===== src/rtl/fifo_ctrl.sv =====
// Pointer/flag controller for a DEPTH-entry word FIFO on external storage.
// Optional sticky overflow/underflow flags: define FIFO_CTRL_ERR_STICKY_EN.
module fifo_ctrl #(
    parameter int DEPTH = 4,
    parameter int AW    = 2
) (
    input  logic          clk,
    input  logic          reset,
    input  logic          wr_req,
    input  logic          rd_req,
    input  logic          flush,
    output logic          wr_en,
    output logic [AW-1:0] wr_addr,
    output logic          rd_en,
    output logic [AW-1:0] rd_addr,
    output logic          full,
    output logic          empty,
    output logic [AW:0]   count,
    output logic          err_ovf,
    output logic          err_udf
);

    localparam logic [AW:0] FULL_COUNT = (AW+1)'(DEPTH);
    localparam logic [AW:0] ONE        = (AW+1)'(1);

    logic [AW:0] wr_ptr_reg, wr_ptr_next;
    logic [AW:0] rd_ptr_reg, rd_ptr_next;
    logic [AW:0] count_reg, count_next;
    logic        full_reg, full_next;
    logic        empty_reg, empty_next;
    logic        push_ok, pop_ok;

    // A push into a full FIFO is fine when the head leaves in the same cycle.
    assign pop_ok  = rd_req & ~flush & ~empty_reg;
    assign push_ok = wr_req & ~flush & (~full_reg | pop_ok);

    always_comb begin
        wr_ptr_next = wr_ptr_reg;
        rd_ptr_next = rd_ptr_reg;
        count_next  = count_reg;
        if (flush) begin
            wr_ptr_next = '0;
            rd_ptr_next = '0;
            count_next  = '0;
        end else begin
            if (push_ok)
                wr_ptr_next = wr_ptr_reg + ONE;
            if (pop_ok)
                rd_ptr_next = rd_ptr_reg + ONE;
            case ({push_ok, pop_ok})
                2'b10:   count_next = count_reg + ONE;
                2'b01:   count_next = count_reg - ONE;
                default: count_next = count_reg;
            endcase
        end
        full_next  = (count_next == FULL_COUNT);
        empty_next = (count_next == '0);
    end

    // Flags are registered alongside the count so they never glitch.
    always_ff @(posedge clk or negedge reset) begin
        if (!reset) begin
            wr_ptr_reg <= '0;
            rd_ptr_reg <= '0;
            count_reg  <= '0;
            full_reg   <= 1'b0;
            empty_reg  <= 1'b1;
        end else begin
            wr_ptr_reg <= wr_ptr_next;
            rd_ptr_reg <= rd_ptr_next;
            count_reg  <= count_next;
            full_reg   <= full_next;
            empty_reg  <= empty_next;
        end
    end

    assign wr_en   = push_ok;
    assign rd_en   = pop_ok;
    assign wr_addr = wr_ptr_reg[AW-1:0];
    assign rd_addr = rd_ptr_reg[AW-1:0];
    assign count   = count_reg;
    assign full    = full_reg;
    assign empty   = empty_reg;

`ifdef FIFO_CTRL_ERR_STICKY_EN
    logic err_ovf_reg;
    logic err_udf_reg;

    // Flush clears the flags even if a new error condition coincides.
    always_ff @(posedge clk or negedge reset) begin
        if (!reset) begin
            err_ovf_reg <= 1'b0;
            err_udf_reg <= 1'b0;
        end else if (flush) begin
            err_ovf_reg <= 1'b0;
            err_udf_reg <= 1'b0;
        end else begin
            if (wr_req & full_reg & ~pop_ok)
                err_ovf_reg <= 1'b1;
            if (rd_req & empty_reg)
                err_udf_reg <= 1'b1;
        end
    end

    assign err_ovf = err_ovf_reg;
    assign err_udf = err_udf_reg;
`else
    assign err_ovf = 1'b0;
    assign err_udf = 1'b0;
`endif

endmodule


===== config.mk =====
export PLATFORM = sky130hd
export DESIGN_NAME = fifo_ctrl
export DESIGN_NICKNAME = d
export VERILOG_FILES = /design/src/rtl/fifo_ctrl.sv
export SDC_FILE = /design/constraint.sdc
export NUM_CORES = 1
export LEC_CHECK = 0
export ABC_CLOCK_PERIOD_IN_PS = 5600
export CAP_MARGIN = 10
export CORE_MARGIN = 1
export CORE_UTILIZATION = 40
export DETAILED_ROUTE_END_ITERATION = 8
export GPL_TIMING_DRIVEN = 1
export PLACE_DENSITY = 0.74
export SETUP_SLACK_MARGIN = 0.5
export SLEW_MARGIN = 0
export SYNTH_ARGS = -nofsm -noshare
export SYNTH_HDL_FRONTEND = slang
export SYNTH_SLANG_ARGS = --single-unit

===== constraint.sdc =====
create_clock -name clk -period 5.6 [get_ports clk]
set_input_delay 0.84 -clock clk [delete_from_list [all_inputs] [get_ports clk]]
set_output_delay 0.84 -clock clk [all_outputs]
set_load 0.005 [all_outputs]

**After elaboration in Yosys (flattened, before gate mapping)**

Cells that the tools add are included.

- Reductions and logical operators: 3
- Bitwise operators: 8
- Muxes and demuxes: 6
- $add $sub $neg: 4
- Equal/unequal tests: 3

Operator list:

| operator | count |
|---|---|
| two-way mux 3 bit | 5 |
| adder 3 x 1 -> 3 bit, second input constant | 3 |
| case mux 3 bit (2 select lines) | 1 |
| AND 1 bit | 4 |
| nonzero test 2 bit | 2 |
| equality test 3 bit, second input constant | 1 |
| logical NOT 3 bit | 1 |
| inverter 1 bit | 3 |
| subtractor 3 x 1 -> 3 bit, second input constant | 1 |
| equality test 2 x 1 -> 1 bit, second input constant | 1 |
| equality test 2 bit, second input constant | 1 |
| OR 1 bit | 1 |

- Input port bits: 5
- Bits in registers: 11

**Depth between registers and ports, before layout**

- Word-level depth: 9
- Gate-level depth with buffers: 8
- Gate-level depth less buffers: 8

**Least setup slack after synthesis**

No wires, ideal clock.

- Kind: input port to flip-flop
- Start: input rd_req
- End: register full_reg, in the netlist full
- Library setup time: 0.073 ns
- Path buffers: 0
- Setup slack: 2.966 ns
- Arrival time: 2.561 ns
- Stages: 8
- Cell sequence: nand2b_4 -> a21boi_0 -> nand2b_1 -> ha_1 -> fa_1 -> xnor2_1 -> or4_4 -> a21oi_2

- Cells in the longest elaborated chain, start to end: 8

RTL lines:

| what | line | source |
|---|---|---|
| start: declaration | 10 | `input logic rd_req,` |
| AND 1 bit (*) (2 in a row) | 34 | `assign pop_ok = rd_req & ~flush & ~empty_reg;` |
| OR 1 bit | 35 | `assign push_ok = wr_req & ~flush & (~full_reg \| pop_ok);` |
| AND 1 bit | 35 |  |
| equality test 2 x 1 -> 1 bit / equality test 2 bit (equally long branches) | 50 | `case ({push_ok, pop_ok})` |
| case mux 3 bit (2 select lines) (*) | 50 |  |
| two-way mux 3 bit (*) | 41 | `if (flush) begin` |
| equality test 3 bit (*) | 56 | `full_next = (count_next == FULL_COUNT);` |
| net full_next | 29 | `logic full_reg, full_next;` |
| end signal: assignment | 72 | `full_reg <= full_next;` |
| end: declaration | 29 |  |

Mark *: on every way through the listed nets, which the timed path passes. The rest lies on a longest branch.
A chain may end at the register's enable or synchronous reset.

**Worst setup path in the final report**

- Start: input rd_req
- End: output wr_en

- Cells in the longest elaborated chain, start to end: 4

RTL lines:

| what | line | source |
|---|---|---|
| AND 1 bit (2 in a row) | 34 |  |
| OR 1 bit | 35 |  |
| AND 1 bit | 35 |  |
| end: declaration | 12 | `output logic wr_en,` |

No other way between the ends.

==> results.py <==
metrics = {
    "power": {
        "p_clk_share_pct": 28.8,
        "p_seq_share_pct": 45.8,
        "comb_power_share_pct": 25.4,
        "p_switching_uw": 44.18,
        "powerDensity_nw_per_um2": 242.5,
        "leakage_uw": 0.0003179,
        "peakVddDrop_mv": 0.1353,
        "internal-power_uw": 125.1,
        "power_uw": 169.3,
        "swShare_pct": 26.10,
    },
    "floorplan": {
        "num_rows": 12,
        "fp.coreArea_um2": 1156,
        "die_w_um": 38.07,
        "fp.dieArea_um2": 1449,
        "start_util_pct": 45.02,
        "io_pins": 18,
        "die_h_um": 38.07,
    },
    "place": {
        "dp_cells": 76,
        "place_area_um2": 671.9,
        "dpl.hpwl_um": 723.3,
        "port_buffers": 15,
        "gp_congestion": 0.8071,
    },
    "synth": {
        "synth_top_area_share_pct": 38.46,
        "synth.avg_cell_area_um2": 10.62,
        "ys_seq_elements": 9,
        "synth_most_common_cell": "dfrtp_1",
        "synthTopCellsByCount": "dfrtp_1, nor2_1, nand2_1, nor2b_1, xor2_1",
        "synth_area_leader_cell": "dfrtp_1",
        "ys_seq_area_share_pct": 43.51,
        "synth_cell_types": 27,
        "synth-main-ff-cell": "dfrtp_1",
        "synth_area_leaders": "dfrtp_1, dfstp_2, nor2_1",
        "syn_area_um2": 520.5,
        "synth_edf_count": 0,
        "async_reset_ff_share_pct": 100.0,
        "syn-instance-count": 49,
        "yosysWarnings": 0,
    },
    "critical_path": {
        "critPathBufInv": 2,
        "crit_family": "buffers and inverters",
        "crit_required_ps": 4760,
        "crit_arrival_ps": 2450,
        "path_max_fanout": 4,
        "slowest_delay_ps": 520,
        "cp_cell_sequence": "clkdlybuf4s50_1, nand2b_4, a21boi_0, nor2b_1, clkdlybuf4s50_1",
        "critPathSlowestCell": "clkdlybuf4s50_1",
        "startpoint_type": "primary input",
        "crit_path_frequent_cell": "clkdlybuf4s50_1",
        "critPathKind": "primary input to primary output",
        "critPathCaptureType": "primary output",
    },
    "clock_tree": {
        "clock-sinks": 9,
        "cts_tree": "built",
        "h-tree-depth": 1,
        "hold_buffers": 0,
        "cts-root-buf": "clkbuf_4",
        "cts_buffers": 3,
        "cts.clk_slew.worst_paths_ps": 60,
        "cts_max_path_buffers": 2,
        "postCtsSetupBuffers": 0,
        "clk_latency_ps": 260,
        "cts-resized-gates": 0,
    },
    "global_route": {
        "grt_max_degree": 15,
        "antenna_found_initial": 0,
        "grt_remaining_overflow": 0,
        "grt_pass1_wl_um": 1545,
        "grt_pass1_vias": 347,
        "grt_use_total_pct": 17.22,
    },
    "timing": {
        "max_freq_ghz": 0.3036,
        "period_needed_ps": 3294,
        "hold_viol": 0,
        "rsz0062_at_grt": "no",
        "fin_skew_ps": 0.2158,
        "drv_slew": 0,
        "setup_tns_ps": 0,
        "finalCritPeriodShare_pct": 58.82,
        "setup_viol_count_final": 0,
    },
    "cells_and_area": {
        "n_antenna_cell": 0,
        "final_util_pct": 60.39,
        "nNetsFinal": 74,
        "stdcell_area_um2": 698.2,
        "syn_to_final_growth_pct": 34.13,
        "instances_no_fill": 80,
        "fillers": 99,
        "drive_gt1_share_pct": 15.15,
        "multi_input_area_um2": 277.8,
        "regArea_um2": 226.5,
        "largest_register_ff_count": 3,
    },
    "job": {
        "max-cap-violations": 0,
    },
    "detailed_routing": {
        "wl_met1_um": 399,
        "viasPerCell": 4.900,
        "wl_met2_um": 480,
        "ant_nets": 0,
        "drt_first_iter_violations": 2,
        "detail_route.wl_per_cell_um": 11.89,
        "routed_wirelength_um": 951,
        "drc": 0,
        "first_pass_iters": 2,
        "vias": 392,
        "met3_length_um": 60,
        "top_layer": "met4",
    },
    "min_path": {
        "hold_path_class": "register to register",
    },
    "status": {
        "status": "complete, no violations",
    },
}
## final timing paths
kind	from	end	slack, ps	depth (start not counted)
max	rd_req	wr_en	2310	5
min	rd_ptr_reg[1]$_DFFE_PN0P_	rd_ptr_reg[1]$_DFFE_PN0P_	540	2
max reg2reg	empty$_DFF_PN1_	full$_DFF_PN0_	3230	8
min reg2reg	rd_ptr_reg[1]$_DFFE_PN0P_	rd_ptr_reg[1]$_DFFE_PN0P_	540	2
max in group asynchronous	reset	empty$_DFF_PN1_	4400	1
min in group asynchronous	reset	rd_ptr_reg[0]$_DFFE_PN0P_	880	1
## cells in the final DEF, fill, tap and decap left out, types with 2 or more instances in the layout
master	n
clkdlybuf4s50_1	15
dfrtp_1	8
nor2_1	7
nor2b_1	3
nand2_1	3
xor2_1	3
clkbuf_4	3
nand2b_1	2
mux2_2	2
conb_1	2
## cells by family after synthesis
kind of cell               count (synthesis)  share of synthesized area [%]
muxes                                      3                          6.250
buffers and inverters                      3                          3.844
DFF                                        9                          43.51
and+or+nand+nor                           20                          22.84
AOI/OAI and AO/OA                          7                          9.856
adders and majority gates                  2                          6.250
other                                      1                         0.7205
xor gates and xnor gates                   4                          6.732
## power groups by stage
stage	sequential (µW)	combinational [µW]	clock, µW
3_5_place_dp	78.6	43.3	0
3_3_place_gp	78.4	43.6	0
4_1_cts	77.7	43.6	51.9
2_1_floorplan	78.5	23.6	0
6_report	77.6	43.0	48.7
5_1_grt	78.6	48.4	53.9
## final cells by class
| type | count | area share, % |
|---|---|---|
| well taps | 14 | 2.509 |
| clock buffers | 4 | 3.763 |
| repair buffers | 15 | 21.51 |
| flip-flops and latches | 9 | 32.44 |
| multi-input cells | 38 | 39.78 |
## per-layer routing
layer | vias to the layer above | GRT usage, %
li1 | 198 | -
met1 | 180 | 20.97
met2 | 12 | 25.00
met3 | 2 | 8.721
met4 | 0 | 8.036
met5 | - | 0
## stage by stage
step	hold slack (ps)	setup WS (ps)
after detailed placement	545.5	2271
after CTS	559.2	2294
after global routing	607.9	2188
after floorplan	527.7	2966
after global placement	517.6	2269
final	544.9	2306
## worst register-to-register path, cell delays in order (launching register included)
cell and delay, ps:
dfstp_2 370, nand2b_4 150, a21boi_0 330, nand2b_1 100, ha_1 240, fa_1 380, xnor2_1 160, or4_4 440
a21oi_2 140
Note: power is estimated with default switching activity, not from simulation.
